==> src/rtl/clock_period_meter_pkg.sv <==
// Shared types and constants for the clock period meter.
// Optional duty-cycle measurement is enabled with CLOCK_PERIOD_METER_DUTY_EN.
package clock_period_meter_pkg;

   typedef enum logic [1:0] {
      WAIT_FIRST = 2'd0,
      MEASURE    = 2'd1,
      TIMEOUT    = 2'd2
   } state_e;

   // Fewest synchroniser flops that still give a metastability guard.
   localparam int unsigned SYNC_MIN  = 2;
   localparam int unsigned DEF_WIDTH = 16;

endpackage

==> src/rtl/clock_period_meter_sync.sv <==
// Synchroniser plus rising-edge detector for an asynchronous level.
// Reusable for button and other slow asynchronous inputs.
module sync_rise_detect
   import clock_period_meter_pkg::*;
#(
   parameter int unsigned SYNC_STAGES = 2
) (
   input  logic clock,
   input  logic reset,
   input  logic async_i,
   output logic level_o,
   output logic rise_o
);

   if (SYNC_STAGES < SYNC_MIN) begin : g_bad_depth
      $error("sync_rise_detect: SYNC_STAGES must be at least 2");
   end

   logic [SYNC_STAGES-1:0] sync_q;
   logic                   hist_q;

   // Shift the async input through the synchroniser and keep one cycle of history.
   always_ff @(posedge clock) begin
      if (!reset) begin
         sync_q <= '0;
         hist_q <= 1'b0;
      end else begin
         sync_q <= {sync_q[SYNC_STAGES-2:0], async_i};
         hist_q <= sync_q[SYNC_STAGES-1];
      end
   end

   assign level_o = sync_q[SYNC_STAGES-1];
   assign rise_o  = level_o & ~hist_q;

endmodule

==> src/rtl/clock_period_meter.sv <==
// Measures the period of a slow asynchronous signal in system-clock cycles
// and strobes valid for one cycle on each completed measurement.
// Define CLOCK_PERIOD_METER_DUTY_EN to also measure high time per period;
// otherwise highTime is tied to zero and no high-time counter exists.
module clock_period_meter
   import clock_period_meter_pkg::*;
#(
   parameter int unsigned WIDTH       = 16,
   parameter int unsigned SYNC_STAGES = 2
) (
   input  logic             clock,
   input  logic             reset,
   input  logic             sigIn,
   input  logic             clear,
   output logic [WIDTH-1:0] period,
   output logic [WIDTH-1:0] highTime,
   output logic             valid,
   output logic             locked,
   output logic             overflow
);

   localparam logic [WIDTH-1:0] MAX = '1;
   localparam logic [WIDTH-1:0] ONE = WIDTH'(1);

   state_e           state_q;
   logic [WIDTH-1:0] cnt_q, cnt_d;
   logic [WIDTH-1:0] period_q;
   logic             valid_q, locked_q, overflow_q;
   logic             rise;

`ifdef CLOCK_PERIOD_METER_DUTY_EN
   logic             level;
   logic [WIDTH-1:0] hi_cnt_q, hi_cnt_d, high_time_q;
`else
   logic             level_unused;
`endif

   sync_rise_detect #(
      .SYNC_STAGES (SYNC_STAGES)
   ) u_sync (
      .clock   (clock),
      .reset   (reset),
      .async_i (sigIn),
`ifdef CLOCK_PERIOD_METER_DUTY_EN
      .level_o (level),
`else
      .level_o (level_unused),
`endif
      .rise_o  (rise)
   );

   // Next values of the free-running counters (used only below MAX / when high).
   always_comb begin
      cnt_d = cnt_q + ONE;
`ifdef CLOCK_PERIOD_METER_DUTY_EN
      hi_cnt_d = hi_cnt_q;
      if (level && (hi_cnt_q != MAX)) hi_cnt_d = hi_cnt_q + ONE;
`endif
   end

   // Measurement FSM; reset beats clear, clear beats a coincident rise.
   always_ff @(posedge clock) begin
      if (!reset) begin
         state_q    <= WAIT_FIRST;
         cnt_q      <= '0;
         period_q   <= '0;
         valid_q    <= 1'b0;
         locked_q   <= 1'b0;
         overflow_q <= 1'b0;
`ifdef CLOCK_PERIOD_METER_DUTY_EN
         hi_cnt_q    <= '0;
         high_time_q <= '0;
`endif
      end else if (clear) begin
         state_q    <= WAIT_FIRST;
         cnt_q      <= '0;
         period_q   <= '0;
         valid_q    <= 1'b0;
         locked_q   <= 1'b0;
         overflow_q <= 1'b0;
`ifdef CLOCK_PERIOD_METER_DUTY_EN
         hi_cnt_q    <= '0;
         high_time_q <= '0;
`endif
      end else begin
         valid_q <= 1'b0;
         // The rise cycle itself is the first cycle (and first high cycle)
         // of the new period, so both counters restart at one.
         unique case (state_q)
            WAIT_FIRST: begin
               cnt_q <= '0;
`ifdef CLOCK_PERIOD_METER_DUTY_EN
               hi_cnt_q <= '0;
`endif
               if (rise) begin
                  cnt_q   <= ONE;
`ifdef CLOCK_PERIOD_METER_DUTY_EN
                  hi_cnt_q <= ONE;
`endif
                  state_q <= MEASURE;
               end
            end
            MEASURE: begin
               if (rise) begin
                  period_q <= cnt_q;
                  valid_q  <= 1'b1;
                  locked_q <= 1'b1;
                  cnt_q    <= ONE;
`ifdef CLOCK_PERIOD_METER_DUTY_EN
                  high_time_q <= hi_cnt_q;
                  hi_cnt_q    <= ONE;
`endif
               end else if (cnt_q == MAX) begin
                  overflow_q <= 1'b1;
                  locked_q   <= 1'b0;
                  state_q    <= TIMEOUT;
               end else begin
                  cnt_q <= cnt_d;
`ifdef CLOCK_PERIOD_METER_DUTY_EN
                  hi_cnt_q <= hi_cnt_d;
`endif
               end
            end
            TIMEOUT: begin
               if (rise) begin
                  cnt_q   <= ONE;
`ifdef CLOCK_PERIOD_METER_DUTY_EN
                  hi_cnt_q <= ONE;
`endif
                  state_q <= MEASURE;
               end
            end
            default: state_q <= WAIT_FIRST;
         endcase
      end
   end

   assign period   = period_q;
   assign valid    = valid_q;
   assign locked   = locked_q;
   assign overflow = overflow_q;
`ifdef CLOCK_PERIOD_METER_DUTY_EN
   assign highTime = high_time_q;
`else
   assign highTime = '0;
`endif

endmodule

==> config.mk <==
export PLATFORM = sky130hd
export DESIGN_NAME = clock_period_meter
export DESIGN_NICKNAME = d
export VERILOG_FILES = /design/src/rtl/clock_period_meter_pkg.sv /design/src/rtl/clock_period_meter_sync.sv /design/src/rtl/clock_period_meter.sv
export SDC_FILE = /design/constraint.sdc
export NUM_CORES = 1
export LEC_CHECK = 0
export BUFFER_PORTS_ARGS = -buffer_cell sky130_fd_sc_hd__buf_2
export CAP_MARGIN = 15
export CORE_MARGIN = 2
export CORE_UTILIZATION = 40
export CTS_BUF_LIST = sky130_fd_sc_hd__clkbuf_16
export CTS_CLUSTER_DIAMETER = 120
export DETAILED_ROUTE_END_ITERATION = 7
export REMOVE_ABC_BUFFERS = 1
export SYNTH_ARGS = -nofsm -noshare
export SYNTH_HDL_FRONTEND = slang
export SYNTH_HIERARCHICAL = 1
export SYNTH_SLANG_ARGS = --single-unit
==> constraint.sdc <==
create_clock -name clock -period 1.8 [get_ports clock]
set_clock_uncertainty 0.05 [all_clocks]
set_input_delay 0.27 -clock clock [delete_from_list [all_inputs] [get_ports clock]]
set_output_delay 0.27 -clock clock [all_outputs]
set_load 0.05 [all_outputs]
After elaboration in Yosys (flattened, before gate mapping)
Index checks and enable logic that the tools add are counted.
{ "word_totals": {"reg_bits": 40} }
{ "classes": {"muxes": 12, "add_sub_neg": 1, "n_eq_ne": 8, "n_reduce_logical": 11, "bitwise_logic": 5} }
{ "op_table": {"columns": ["operator", "n"], "rows": [
  ["$mux W16", 3],
  ["$pmux W16 S3", 1],
  ["$add A16 B1 Y16 const B", 1],
  ["$eq A16 B16 Y1 const B", 1],
  ["$reduce_and A3 Y1", 3],
  ["$mux W2", 3],
  ["$ne A2 B2 Y1 const B", 3],
  ["$mux W1", 4],
  ["$not A1 Y1", 4],
  ["$pmux W2 S2", 1],
  ["$reduce_and A2 Y1", 2],
  ["$reduce_or A2 Y1", 2],
  ["$ne A3 B3 Y1 const B", 1],
  ["$reduce_bool A3 Y1", 1],
  ["$reduce_or A3 Y1", 1],
  ["$eq A2 B1 Y1 const B", 1],
  ["$eq A2 B2 Y1 const B", 1],
  ["$logic_not A2 Y1", 1],
  ["$ne A2 B1 Y1 const B", 1],
  ["$reduce_bool A2 Y1", 1],
  ["$and A1 B1 Y1", 1]
]} }

Logic depth before layout (Yosys ltp)
{ "depth": {"depth_word": 4, "mapped_depth": 9} }

Hierarchy
The synthesis kept the hierarchy.
{ "by_module_without_submodules": {"columns": ["mod", "cells_per_inst", "seq_area_each_um2", "area_each_um2", "instances"], "rows": [
  ["clock_period_meter", 240, 740.7, 1946.9, 1],
  ["sync_rise_detect", 7, 60.1, 92.6, 1]
]} }

Worst setup path before layout
No wires, ideal clock.
{ "synth_timing": {"kind": "register to register", "startpoint": "register cnt_q[0]", "endpoint": "register cnt_q[2]", "setup_ns": 0.121, "t_arrival_ns": 1.515, "setup_slack_ns": 0.114, "path_stages_with_launch": 8, "path_buffers": 1, "synth_period_minus_slack_ns": 1.686, "required_time_ns": 1.629, "path_cell_list": "dfxtp_1 > ha_1 > and3_4 > and3_4 > buf_8 > and4_4 > a211oi_2 > nor3_2"} }
{ "synth_between": {"elab_chain_cells": 4, "elab_cells_between_ends": 7} }
{ "synth_lines": {"columns": ["item", "line", "text"], "rows": [
  ["start: declaration", "clock_period_meter.sv:26", "logic [WIDTH-1:0] cnt_q, cnt_d;"],
  ["start signal: assignment", "clock_period_meter.sv:118", "cnt_q <= cnt_d;"],
  ["$add A16 B1 Y16", "clock_period_meter.sv:54", "cnt_d = cnt_q + ONE;"],
  ["$mux W16", "clock_period_meter.sv:113", "end else if (cnt_q == MAX) begin"],
  ["$mux W16", "clock_period_meter.sv:104", "if (rise) begin"],
  ["$pmux W16 S3", "clock_period_meter.sv:89", "unique case (state_q)"]
]} }
Several ways; a longest one is shown, not always the timed one. The select of a mux whose other input is x is not followed.
A chain may end at the register's enable or synchronous reset.

Final worst setup path
{ "layout_timing": {"startpoint": "register state_q[1]", "endpoint": "register cnt_q[6]"} }
{ "layout_between": {"elab_chain_cells": 3, "elab_cells_between_ends": 8} }
{ "layout_lines": {"columns": ["item", "line", "text"], "rows": [
  ["start: declaration", "clock_period_meter.sv:25", "state_e state_q;"],
  ["start signal: assignment", "clock_period_meter.sv:64", "state_q <= WAIT_FIRST;"],
  ["start signal: assignment", "clock_period_meter.sv:75", "state_q <= WAIT_FIRST;"],
  ["start signal: assignment", "clock_period_meter.sv:100", "state_q <= MEASURE;"],
  ["$eq A2 B1 Y1 (tied with other cells)", "clock_period_meter.sv:89", null],
  ["$ne A3 B3 Y1 (no line) (tied with other cells)", null, null],
  ["$reduce_and A3 Y1 (no line)", null, null]
]} }
Several ways; a longest one is shown, not always the timed one.

==> impl_metrics.py <==
metrics = {
    "sta": {
        "hold_violations": 0,
        "tightest_slew_ns": 0.528,
        "fmax_mhz": 583,
        "worst_slack_ns": 0.0852,
        "fin_tns_setup_ns": 0,
        "slew_headroom_pct": 64.7,
        "finalCritPeriodShare_pct": 95.3,
        "whs_ns": 0.158,
        "min_period_ns": 1.71,
        "setup_viol": 0,
        "final_max_slew_viol_count": 0,
    },
    "floorplan": {
        "io_pins": 39,
        "start_util_pct": 42.3,
        "chipWidth_microns": 75.4,
        "core_area_sq_um": 4820,
        "die_area_sq_um": 5690,
        "fp.dieH_microns": 75.4,
        "num_rows": 25,
    },
    "critical_path": {
        "end_kind": "flop",
        "crit_fanout": 7,
        "cp.arrival_ns": 1.81,
        "path_class": "reg2reg",
        "required_ns": 1.90,
        "cp-startpoint": "state_q[1]$_SDFFE_PP0P_",
        "cp-start-kind": "flop",
        "r2r_start": "state_q[1]$_SDFFE_PP0P_",
    },
    "power_and_ir_drop": {
        "power_density_nw_per_um2": 782,
        "finalPower_mw": 2.01,
        "power.leakage_nw": 1.03,
        "peakVddDrop_uv": 401,
    },
    "layout": {
        "final_cell_mix": "45 x nand2_1, 39 x dfxtp_1, 32 x a21oi_1",
        "final_cell_area_sq_um": 2570,
        "final_common_cell": "nand2_1",
        "areaGrowthSynthToFinish_pct": 26.1,
        "layout.nets": 302,
        "drive_gt1_share_pct": 31.0,
        "insertedDiodeCount": 0,
    },
    "logic_synthesis": {
        "ys.flop_type": "dfxtp_1",
        "synth-seq-cells": 40,
        "synthDistinctLibCells": 46,
        "syn_area_per_cell_sq_um": 8.26,
        "syn-cell-area_sq_um": 2040,
        "async_flop_share_pct": 0,
        "synth-edff-count": 0,
        "ys_seq_area_share_pct": 39.3,
        "synth_warnings": 6,
        "syn_inst": 247,
    },
    "detailed_routing": {
        "drtIter0Drc": 53,
        "drc": 0,
        "drt_first_pass_iters": 4,
        "vias": 1775,
        "wl_microns": 4510,
        "drtAntennaViolNets": 0,
        "vias_per_cell": 4.92,
        "wl_per_cell_microns": 12.5,
    },
    "run_status": {
        "status": "finished clean",
    },
    "place": {
        "gp_congestion": 0.859,
        "io_buffers": 22,
        "hpwl_microns": 3200,
        "post-place-ws_ns": -0.00960,
        "dpl_cell_area_sq_um": 2310,
    },
    "clocking": {
        "htreeDepth": 2,
        "ctsHoldBuffers": 0,
        "clkSlewWorstSetupHoldPaths_ns": 0.06,
        "cts_root_buffer": "clkbuf_16",
        "cts_buffer_depth": 2,
        "cts_tree": "done",
        "clock-sinks": 40,
        "cts_made_buffers": 5,
        "insertion_delay_ns": 0.28,
    },
    "grt": {
        "antenna_found_initial": 0,
        "grt_overflow": 0,
        "grt_max_degree": 14,
        "grt_pass1_wl_microns": 7230,
        "grt_pass1_vias": 1529,
        "grt_usage_pct": 16.9,
    },
    "hold_path": {
        "hold_class": "in2reg",
        "holdCritStartpoint": "sigIn",
    },
    "run": {
        "cap_violations": 0,
    },
}
[stage by stage]
step | utilization [%] | std cells
after floorplan | - | 234
after global placement | 48.0 | 352
after detailed placement | 48.0 | 352
after CTS | 51.7 | 360
after global routing | 53.4 | 361
final | 53.4 | 361
[worst paths after layout]
kind | to | slack (ns) | cells after the start
max | cnt_q[6]$_SDFFE_PP0P_ | 0.09 | 8
min | u_sync/sync_q[0]$_SDFF_PN0_ | 0.16 | 2
max reg2reg | cnt_q[6]$_SDFFE_PP0P_ | 0.09 | 8
min reg2reg | u_sync/sync_q[1]$_SDFF_PN0_ | 0.40 | 1
[kinds of logic after synthesis]
logic type	count (synthesis)	synth area share, %
AO/OA/AOI/OAI	71	21.5
adder cells (fa/ha/maj)	5	3.07
buffers and inverters	32	10.2
flip-flops	40	39.3
multiplexers	1	0.491
other	1	0.184
AND/OR/NAND/NOR	97	25.2
[metal layers]
layer  wire [microns]  up-vias  global-route usage [%]
met4               34        0                    5.85
met1             2180      812                    22.9
met5                0        -                       0
li1                 -      923                       -
met3              162        2                    3.97
met2             2130       38                    26.5
[state kept, by name, summed over array words and instances, names as in the netlist]
name / count
state_q: 2
u_sync/sync_q: 2
u_sync/hist_q: 1
overflow: 1
locked: 1
valid: 1
period: 16
cnt_q: 16
[cells in the mapped netlist, types with 4 or more instances]
| master | instances | area share, % |
|---|---|---|
| nand2_1 | 46 | 8.5 |
| nand4_1 | 4 | 1.2 |
| clkbuf_1 | 6 | 1.1 |
| buf_4 | 18 | 6.6 |
| nor2_1 | 10 | 1.8 |
| o21ai_0 | 5 | 1.2 |
| ha_1 | 5 | 3.1 |
| inv_1 | 4 | 0.74 |
| and3_1 | 5 | 1.5 |
| a21oi_1 | 32 | 7.9 |
| nand3_1 | 6 | 1.5 |
| dfxtp_1 | 40 | 39 |
| o21ai_1 | 18 | 4.4 |
[repair_timing]
| item | CTS | global route |
|---|---|---|
| pin swaps | 0 | 3 |
| cloned | 0 | 0 |
| setup buffers | 0 | 1 |
| gates resized for setup | 1 | 19 |
| setup endpoints to repair | 2 | 13 |
[critical path, cell delays in order (launching register included)]
cell and delay (ns):
dfxtp_2 0.34, inv_2 0.05, buf_4 0.13, ha_2 0.19, and2b_1 0.17, buf_4 0.14
a31oi_4 0.28, nand2b_4 0.18, a21oi_1 0.05
[final cells by class]
cell class / instances / area [sq um]
repair buffers: 52 / 339
multi-input cells: 190 / 1160
fillers: 490 / 2250
well taps: 67 / 83.8
clock inverters: 3 / 42.5
flip-flops and latches: 40 / 802
clock buffers: 5 / 125
inverters: 4 / 15.0
[power by group]
part | switching (mW) | internal [mW] | leakage [nW]
combinational | 0.101 | 0.0171 | 0.627
sequential | 0.00177 | 0.889 | 0.323
clock | 0.352 | 0.651 | 0.0798
total | 0.455 | 1.56 | 1.03
(Power assumes the default switching activity.)
